==> src/rtl/com_spbram_mp_control.sv <==
// rtl/com_spbram_mp_control.sv - two-port (write/read) arbiter and read pipeline in front of a single-port BRAM
//
// Purpose:
//   Shares one single-port BRAM between an independent write port and read
//   port. At most one access is granted per cycle. Acks are combinational so
//   a requester sees its grant in the same cycle it presents Valid. Read data
//   comes back BRAMLatency+1 cycles after the read accept: the BRAM's own
//   latency plus one output register stage.
//
// Configuration:
//   COM_SPBRAM_RR_ARB_EN - when defined, contested cycles are arbitrated
//                          round-robin with a one-bit last-grant state;
//                          when undefined, the write port always wins.
//
// Parameters:
//   AddressWidth - BRAM address width in bits
//   DataWidth    - data width in bits (multiple of 8)
//   BRAMLatency  - BRAM read latency in cycles (1..4)
//
// Ports:
//   iClock, iReset       - rising-edge clock, synchronous active-high reset
//   iWriteAddress/Data   - write request address and data
//   iWriteStrobe         - per-byte write enables; all-zero is a legal no-op
//   iWriteValid/oWriteAck- write handshake, transfer when both high
//   iReadAddress         - read request address
//   iReadValid/oReadAck  - read handshake, transfer when both high
//   oReadData            - registered read data, held between pulses
//   oReadDataValid       - one-cycle pulse per accepted read, no backpressure
//   oBRAMAddress         - address to the BRAM
//   oBRAMWriteData       - write data to the BRAM
//   iBRAMReadData        - read data from the BRAM
//   oBRAMEn              - BRAM enable, high only on a granted cycle
//   oBRAMWEnable         - BRAM byte write enables, zero unless a write is granted

module com_spbram_mp_control #(
  parameter int AddressWidth = 32,
  parameter int DataWidth    = 32,
  parameter int BRAMLatency  = 1
) (
  input  logic                      iClock,
  input  logic                      iReset,

  input  logic [AddressWidth-1:0]   iWriteAddress,
  input  logic [DataWidth-1:0]      iWriteData,
  input  logic [DataWidth/8-1:0]    iWriteStrobe,
  input  logic                      iWriteValid,
  output logic                      oWriteAck,

  input  logic [AddressWidth-1:0]   iReadAddress,
  input  logic                      iReadValid,
  output logic                      oReadAck,
  output logic [DataWidth-1:0]      oReadData,
  output logic                      oReadDataValid,

  output logic [AddressWidth-1:0]   oBRAMAddress,
  output logic [DataWidth-1:0]      oBRAMWriteData,
  input  logic [DataWidth-1:0]      iBRAMReadData,
  output logic                      oBRAMEn,
  output logic [DataWidth/8-1:0]    oBRAMWEnable
);

  localparam int StrobeWidth = DataWidth / 8;

  // writeWins decides only the contested case; an uncontested requester is
  // always granted.
  logic writeWins;
  logic writeGrant;
  logic readGrant;

`ifdef COM_SPBRAM_RR_ARB_EN
  // Round-robin: the state names which port gets the next contested cycle.
  // It only moves on contested cycles, so an uncontested burst from one port
  // does not cost the other port its turn.
  typedef enum logic {
    ArbWriteFavoured = 1'b0,
    ArbReadFavoured  = 1'b1
  } tArbState;

  tArbState arbState;
  tArbState arbStateNext;

  always_ff @(posedge iClock) begin
    if (iReset) begin
      arbState <= ArbWriteFavoured;
    end else begin
      arbState <= arbStateNext;
    end
  end

  always_comb begin
    arbStateNext = arbState;
    writeWins    = (arbState == ArbWriteFavoured);
    if (!iReset && iWriteValid && iReadValid) begin
      arbStateNext = writeWins ? ArbReadFavoured : ArbWriteFavoured;
    end
  end
`else
  // Fixed priority: the write port wins every contested cycle.
  assign writeWins = 1'b1;
`endif

  // Grants are masked by reset so no handshake can complete while the
  // pipeline is being cleared.
  assign writeGrant = !iReset && iWriteValid && (writeWins || !iReadValid);
  assign readGrant  = !iReset && iReadValid && !(iWriteValid && writeWins);

  assign oWriteAck = writeGrant;
  assign oReadAck  = readGrant;

  // BRAM side. Write data is passed through unconditionally; it only matters
  // when oBRAMWEnable is non-zero. A write grant with a zero strobe still
  // enables the BRAM for that cycle, which is harmless and keeps the grant
  // logic uniform.
  assign oBRAMAddress   = writeGrant ? iWriteAddress : iReadAddress;
  assign oBRAMWriteData = iWriteData;
  assign oBRAMEn        = writeGrant || readGrant;
  assign oBRAMWEnable   = writeGrant ? iWriteStrobe : {StrobeWidth{1'b0}};

  // Read tracking: one bit per cycle of BRAM latency. Bit BRAMLatency-1 is
  // high in exactly the cycle the BRAM presents the data for that read, so
  // the data is captured on that edge and the valid pulse follows with it.
  logic [BRAMLatency-1:0] readPipe;

  always_ff @(posedge iClock) begin
    if (iReset) begin
      readPipe       <= '0;
      oReadDataValid <= 1'b0;
      oReadData      <= '0;
    end else begin
      readPipe[0] <= readGrant;
      for (int i = 1; i < BRAMLatency; i++) begin
        readPipe[i] <= readPipe[i-1];
      end
      oReadDataValid <= readPipe[BRAMLatency-1];
      if (readPipe[BRAMLatency-1]) begin
        oReadData <= iBRAMReadData;
      end
    end
  end

endmodule

==> config.mk <==
export PLATFORM = sky130hd
export DESIGN_NAME = com_spbram_mp_control
export DESIGN_NICKNAME = d
export VERILOG_FILES = /design/src/rtl/com_spbram_mp_control.sv
export SDC_FILE = /design/constraint.sdc
export NUM_CORES = 1
export LEC_CHECK = 0
export ABC_AREA = 1
export CORE_AREA = 2 2 94 96
export CTS_BUF_LIST = sky130_fd_sc_hd__clkbuf_4 sky130_fd_sc_hd__clkbuf_8
export DETAILED_ROUTE_END_ITERATION = 8
export DIE_AREA = 0 0 96 98
export PLACE_DENSITY_LB_ADDON = 0.3
export REMOVE_ABC_BUFFERS = 1
export SLEW_MARGIN = 10
export SYNTH_ARGS = -nofsm -noshare
export SYNTH_HDL_FRONTEND = slang
export SYNTH_SLANG_ARGS = --single-unit
export TNS_END_PERCENT = 20
==> constraint.sdc <==
create_clock -name iClock -period 2.4 [get_ports iClock]
set_input_delay 0.48 -clock iClock [delete_from_list [all_inputs] [get_ports iClock]]
set_output_delay 0.48 -clock iClock [all_outputs]
set_load 0.005 [all_outputs]
Word level (Yosys, flattened, before mapping). Cells that the tools add are included.

Bits in registers: 34. Bits in latches: 0. RAM bits: 0. Memory bits (read-only): 0. Input bits: 136. Output and inout port bits: 104. Logic and storage cells: 11. Memories: 0.

Add/subtract/negate cells: 0. $mul: 0. Div/mod/pow operators: 0. Order comparisons: 0. Eq/ne operators: 0. Shift operators: 0. Mux-type cells: 2. Bitwise gates (word level): 0. Reductions and logical operators: 6.

Operators by type and width (count): $mux W32 (1); $mux W4 (1); $logic_and A1 B1 Y1 (3); $logic_not A1 Y1 (2); $logic_or A1 B1 Y1 (1).

Logic depth before layout (Yosys ltp). Gate-level depths: netlist (run 1).

Depth in word-level cells: 4. Depth in mapped cells: 6. Gate-level depth less buffers: 4.

Least setup slack after synthesis (run 1). OpenSTA, ideal clock, no wires.

Kind: input-to-output. From: input port iWriteValid. To: output port oBRAMWEnable[0]. Data arrival time: 1042 ps. Required time: 1920 ps. Path slack: 878 ps. Cell stages on the path: 5. Buffers on the path: 3. Path through: buf_2 > nand2_2 > buf_6 > buf_6 > nor2_1.

Cells in the longest elaborated chain, start to end: 2.

Ends and longest elaborated chain: from (decl) (line 46) `input logic iWriteValid,`; $logic_and A1 B1 Y1 (line 104) `assign writeGrant = !iReset && iWriteValid && (writeWins || !iReadValid);`; $mux W4 (line 117) `assign oBRAMWEnable = writeGrant ? iWriteStrobe : {StrobeWidth{1'b0}};`; to (decl) (line 59) `output logic [DataWidth/8-1:0] oBRAMWEnable`.

Every way passes these cells.

Worst setup path after layout (run 1).
From: input port iWriteValid. To: output port oBRAMAddress[7].

Cells in the longest elaborated chain, start to end: 2.

Ends and longest elaborated chain: $logic_and A1 B1 Y1 (line 104); $mux W32 (line 114) `assign oBRAMAddress = writeGrant ? iWriteAddress : iReadAddress;`; to (decl) (line 55) `output logic [AddressWidth-1:0] oBRAMAddress,`.

Every way passes these cells.

==> results of run 1 <==
-- sequential cells by signal, indices dropped and copies added (netlist names) --
| signal | cells |
|---|---|
| oReadData | 32 |
| oReadDataValid | 1 |
| readPipe | 1 |
-- logic make-up after synthesis --
family | count (synthesis)
AND/OR/NAND/NOR | 232
AO/OA/AOI/OAI | 1
flip-flops | 34
buffers and inverters | 94
-- worst min path at each step --
| stage | from | end | depth (start not counted) |
|---|---|---|---|
| 6_report | oReadData[1] | oReadData[1] | 2 |
| 5_1_grt | oReadData[20] | oReadData[20] | 2 |
| 4_1_cts | oReadData[1] | oReadData[1] | 2 |
| 3_5_place_dp | oReadData[1] | oReadData[1] | 2 |
| 3_3_place_gp | oReadData[10] | oReadData[10] | 2 |
| 2_1_floorplan | oReadData[0] | oReadData[0] | 2 |
-- through the flow --
step | area [µm²] | std cells | hold WS [ns]
final | 3930 | 614 | 0.468
after global routing | 3930 | 614 | 0.495
after CTS | 3840 | 610 | 0.472
after detailed placement | 3750 | 602 | 0.462
after global placement | 3750 | 602 | 0.457
after floorplan | 1750 | 307 | 0.466
-- power groups by stage --
stage / logic, mW / clock network [mW] / registers (mW)
2_1_floorplan: 0.129 / 0 / 0.631
3_3_place_gp: 0.517 / 0 / 0.624
3_5_place_dp: 0.522 / 0 / 0.625
4_1_cts: 0.510 / 0.460 / 0.612
5_1_grt: 0.566 / 0.481 / 0.615
6_report: 0.519 / 0.438 / 0.612
-- worst max-delay path: stages --
cell,delay (ns)
dlygate4sd2_1,0.37
buf_4,0.22
nand3_1,0.11
nand2_1,0.08
clkdlybuf4s50_1,0.49
-- final cells by class --
| type | count | area [µm²] |
|---|---|---|
| Clock buffer | 6 | 82.6 |
| Sequential cell | 34 | 682 |
| Fill cell | 893 | 4540 |
| Multi-Input combinational cell | 233 | 926 |
| Clock inverter | 2 | 12.5 |
| Tap cell | 108 | 135 |
| Timing Repair Buffer | 191 | 1930 |
| Inverter | 40 | 153 |
-- metal layers --
layer	GRT usage, %	vias up
li1	-	1313
met3	11.6	18
met4	4.40	2
met2	27.4	158
met5	6.11	-
met1	17.0	1113
-- cells in the final DEF (no fill, tap or decap), types with 2 or more instances in the layout --
cell,synthesis,final
nand3_1,32,32
buf_4,37,9
inv_1,39,39
nor3_1,2,2
clkbuf_8,0,6
dfxtp_1,34,33
clkdlybuf4s50_1,0,159
nor2_1,69,69
nand2_1,128,128
buf_12,0,2
dlymetal6s2s_1,0,2
buf_6,4,2
dlygate4sd2_1,0,14
clkbuf_16,0,2
-- repair_timing --
action                                  CTS  global route
setup buffers                             0             2
gates resized for setup                  15             7
cloned                                    0             2
endpoints found under the setup margin   39            25
==> flow_metrics.py, run 1 <==
metrics = {
    "clocking": {
        "path_clk_slew_ns": 0.07,
        "cts-hold-fix-buffers": 0,
        "cts-root-buf": "clkbuf_8",
        "worst_skew_pair.late_latency_ns": 0.28,
        "cts.sink_count": 34,
        "clock_tree.buffer_depth": 2,
        "tritoncts_clock_tree": "yes",
        "cts_made_buffers": 5,
        "cts_htree_levels": 2,
    },
    "floorplanning": {
        "core_area_mm2": 0.00847,
        "initial_utilization_pct": 25.3,
        "fp.dieH_um": 98,
        "ios": 240,
        "die_width_um": 96,
        "rows": 34,
        "dieArea_mm2": 0.00941,
    },
    "yosys": {
        "yosys.area_share.simple_pct": 42.8,
        "synth_edf_count": 0,
        "ys_async_sr_fraction_pct": 0,
        "synth_top_family_by_area": "simple AND/OR/NAND/NOR gates",
        "yosys_most_used_dff": "dfxtp_1",
        "yosys.area_share.xor_xnor_pct": 0,
        "post-synth-top-area-fraction_pct": 31.8,
        "synth_area_leaders": "dfxtp_1 (32%), nand2_1 (22%), buf_4 (13%), nor2_1 (12%), nand3_1 (7.5%)",
        "yosys-top-cells-count": "nand2_1 (128), nor2_1 (69), inv_1 (39)",
        "syn_area_mm2": 0.00214,
        "postSynthAreaPerCell_um2": 5.92,
        "synth_most_common_cell": "nand2_1",
        "synth.yosys.seq_area_share_pct": 31.8,
        "synth_top_cell_by_area": "dfxtp_1",
        "synthDistinctLibCells": 13,
        "area_fraction_in_compound_gates_after_synthesis_pct": 0.234,
        "yosys_warnings": 0,
        "synth.ff_latch_count": 34,
        "synth_cells": 361,
        "muxShareOfSynthArea_pct": 0,
        "synth_adder_area_share_pct": 0,
    },
    "detailed_routing": {
        "antenna_violating_nets_post_route": 0,
        "wl_met1_um": 3120,
        "dr.first_iter.drc_count": 56,
        "number_of_remaining_drc_errors": 0,
        "met3WireLength_um": 1260,
        "top_layer": "met5",
        "met2WireLength_um": 3830,
        "route.detailed.vias_per_inst": 4.24,
        "drt_wl_total_um": 8430,
        "via_count": 2604,
        "dr.pass1.iters": 4,
        "post_drt_wl_per_cell_um": 13.7,
    },
    "setup_path": {
        "crit_type": "primary input to output port",
        "critical_path.endpoint": "oBRAMAddress[7]",
        "start_kind": "primary input",
        "worst_r2r_path_depth": 4,
        "rr_startpoint": "readPipe",
        "cp-end-kind": "output port",
        "crit_start": "iWriteValid",
        "worst-endpoint-arrival_ns": 1.75,
        "critical_path_peak_fanout": 8,
        "worstPathRequired_ns": 1.92,
        "r2r_slack_ns": 1.07,
        "crit-reg2reg-capture": "oReadData[21]",
    },
    "timing": {
        "timing.slew.headroom_pct": 72.1,
        "timing.final.hold_violations": 0,
        "setup-tns-final_ns": 0,
        "fmax_mhz": 448,
        "final_min_period_over_clock_period_pct": 93.0,
        "final.setup_skew_ns": 0.00920,
        "timing.final.ws_setup_ns": 0.168,
        "grt_setup_unrepaired": "false",
        "worst-slew-pin-transition_ns": 0.418,
        "timing.final.max_slew_violations": 0,
        "post-route-min-period_ns": 2.23,
        "report.final.setup_viol": 0,
    },
    "power": {
        "power.internal_mw": 1.16,
        "netSwitchingFraction_pct": 26.0,
        "p_leak_nw": 1.88,
        "totalPowerFinal_mw": 1.57,
        "clock_power_share_pct": 27.9,
        "power_frac_seq_pct": 39.0,
        "power.switching_mw": 0.407,
        "vdd_ir_drop_max_mv": 0.174,
        "comb_power_share_pct": 33.1,
        "power.density_mw_per_mm2": 400,
    },
    "global_route": {
        "initial_antenna_violation_count": 0,
        "grt_max_degree": 47,
        "grt_pass1_wl_um": 12000,
        "grt_overflow_total": 0,
        "number_of_global_route_vias_before_repair": 2460,
        "grt_util_all_layers_pct": 16.8,
    },
    "min_path": {
        "min_path_type": "flip-flop to flip-flop",
    },
    "status": {
        "result_of_the_run": "finished, final reports clean",
    },
    "layout": {
        "layout.core_utilization_pct": 46.4,
        "drive_above_1_share_pct": 5.34,
        "count_of_antenna_diodes_in_the_layout": 0,
        "design.final.nets": 641,
        "areaGrowthSynthToFinish_pct": 83.6,
    },
    "placed_design": {
        "routabilityCongestion": 0.904,
        "place.detailed.hpwl_um": 7000,
        "port_buffers": 175,
        "dpl_worst_slack_ns": -0.0953,
    },
    "flow_run": {
        "maxCapViolCount": 0,
    },
}
No activity file was read; power rests on OpenSTA's default activity.
==> run 2, diff against run 1 <==
--- a/config.mk
+++ b/config.mk
@@ -12,7 +12,6 @@
 export DIE_AREA = 0 0 96 98
 export PLACE_DENSITY_LB_ADDON = 0.3
 export REMOVE_ABC_BUFFERS = 1
-export SLEW_MARGIN = 10
 export SYNTH_ARGS = -nofsm -noshare
 export SYNTH_HDL_FRONTEND = slang
 export SYNTH_SLANG_ARGS = --single-unit
==> results of run 2 <==
The final DEF is identical to that of run 1; final timing and power are the same.
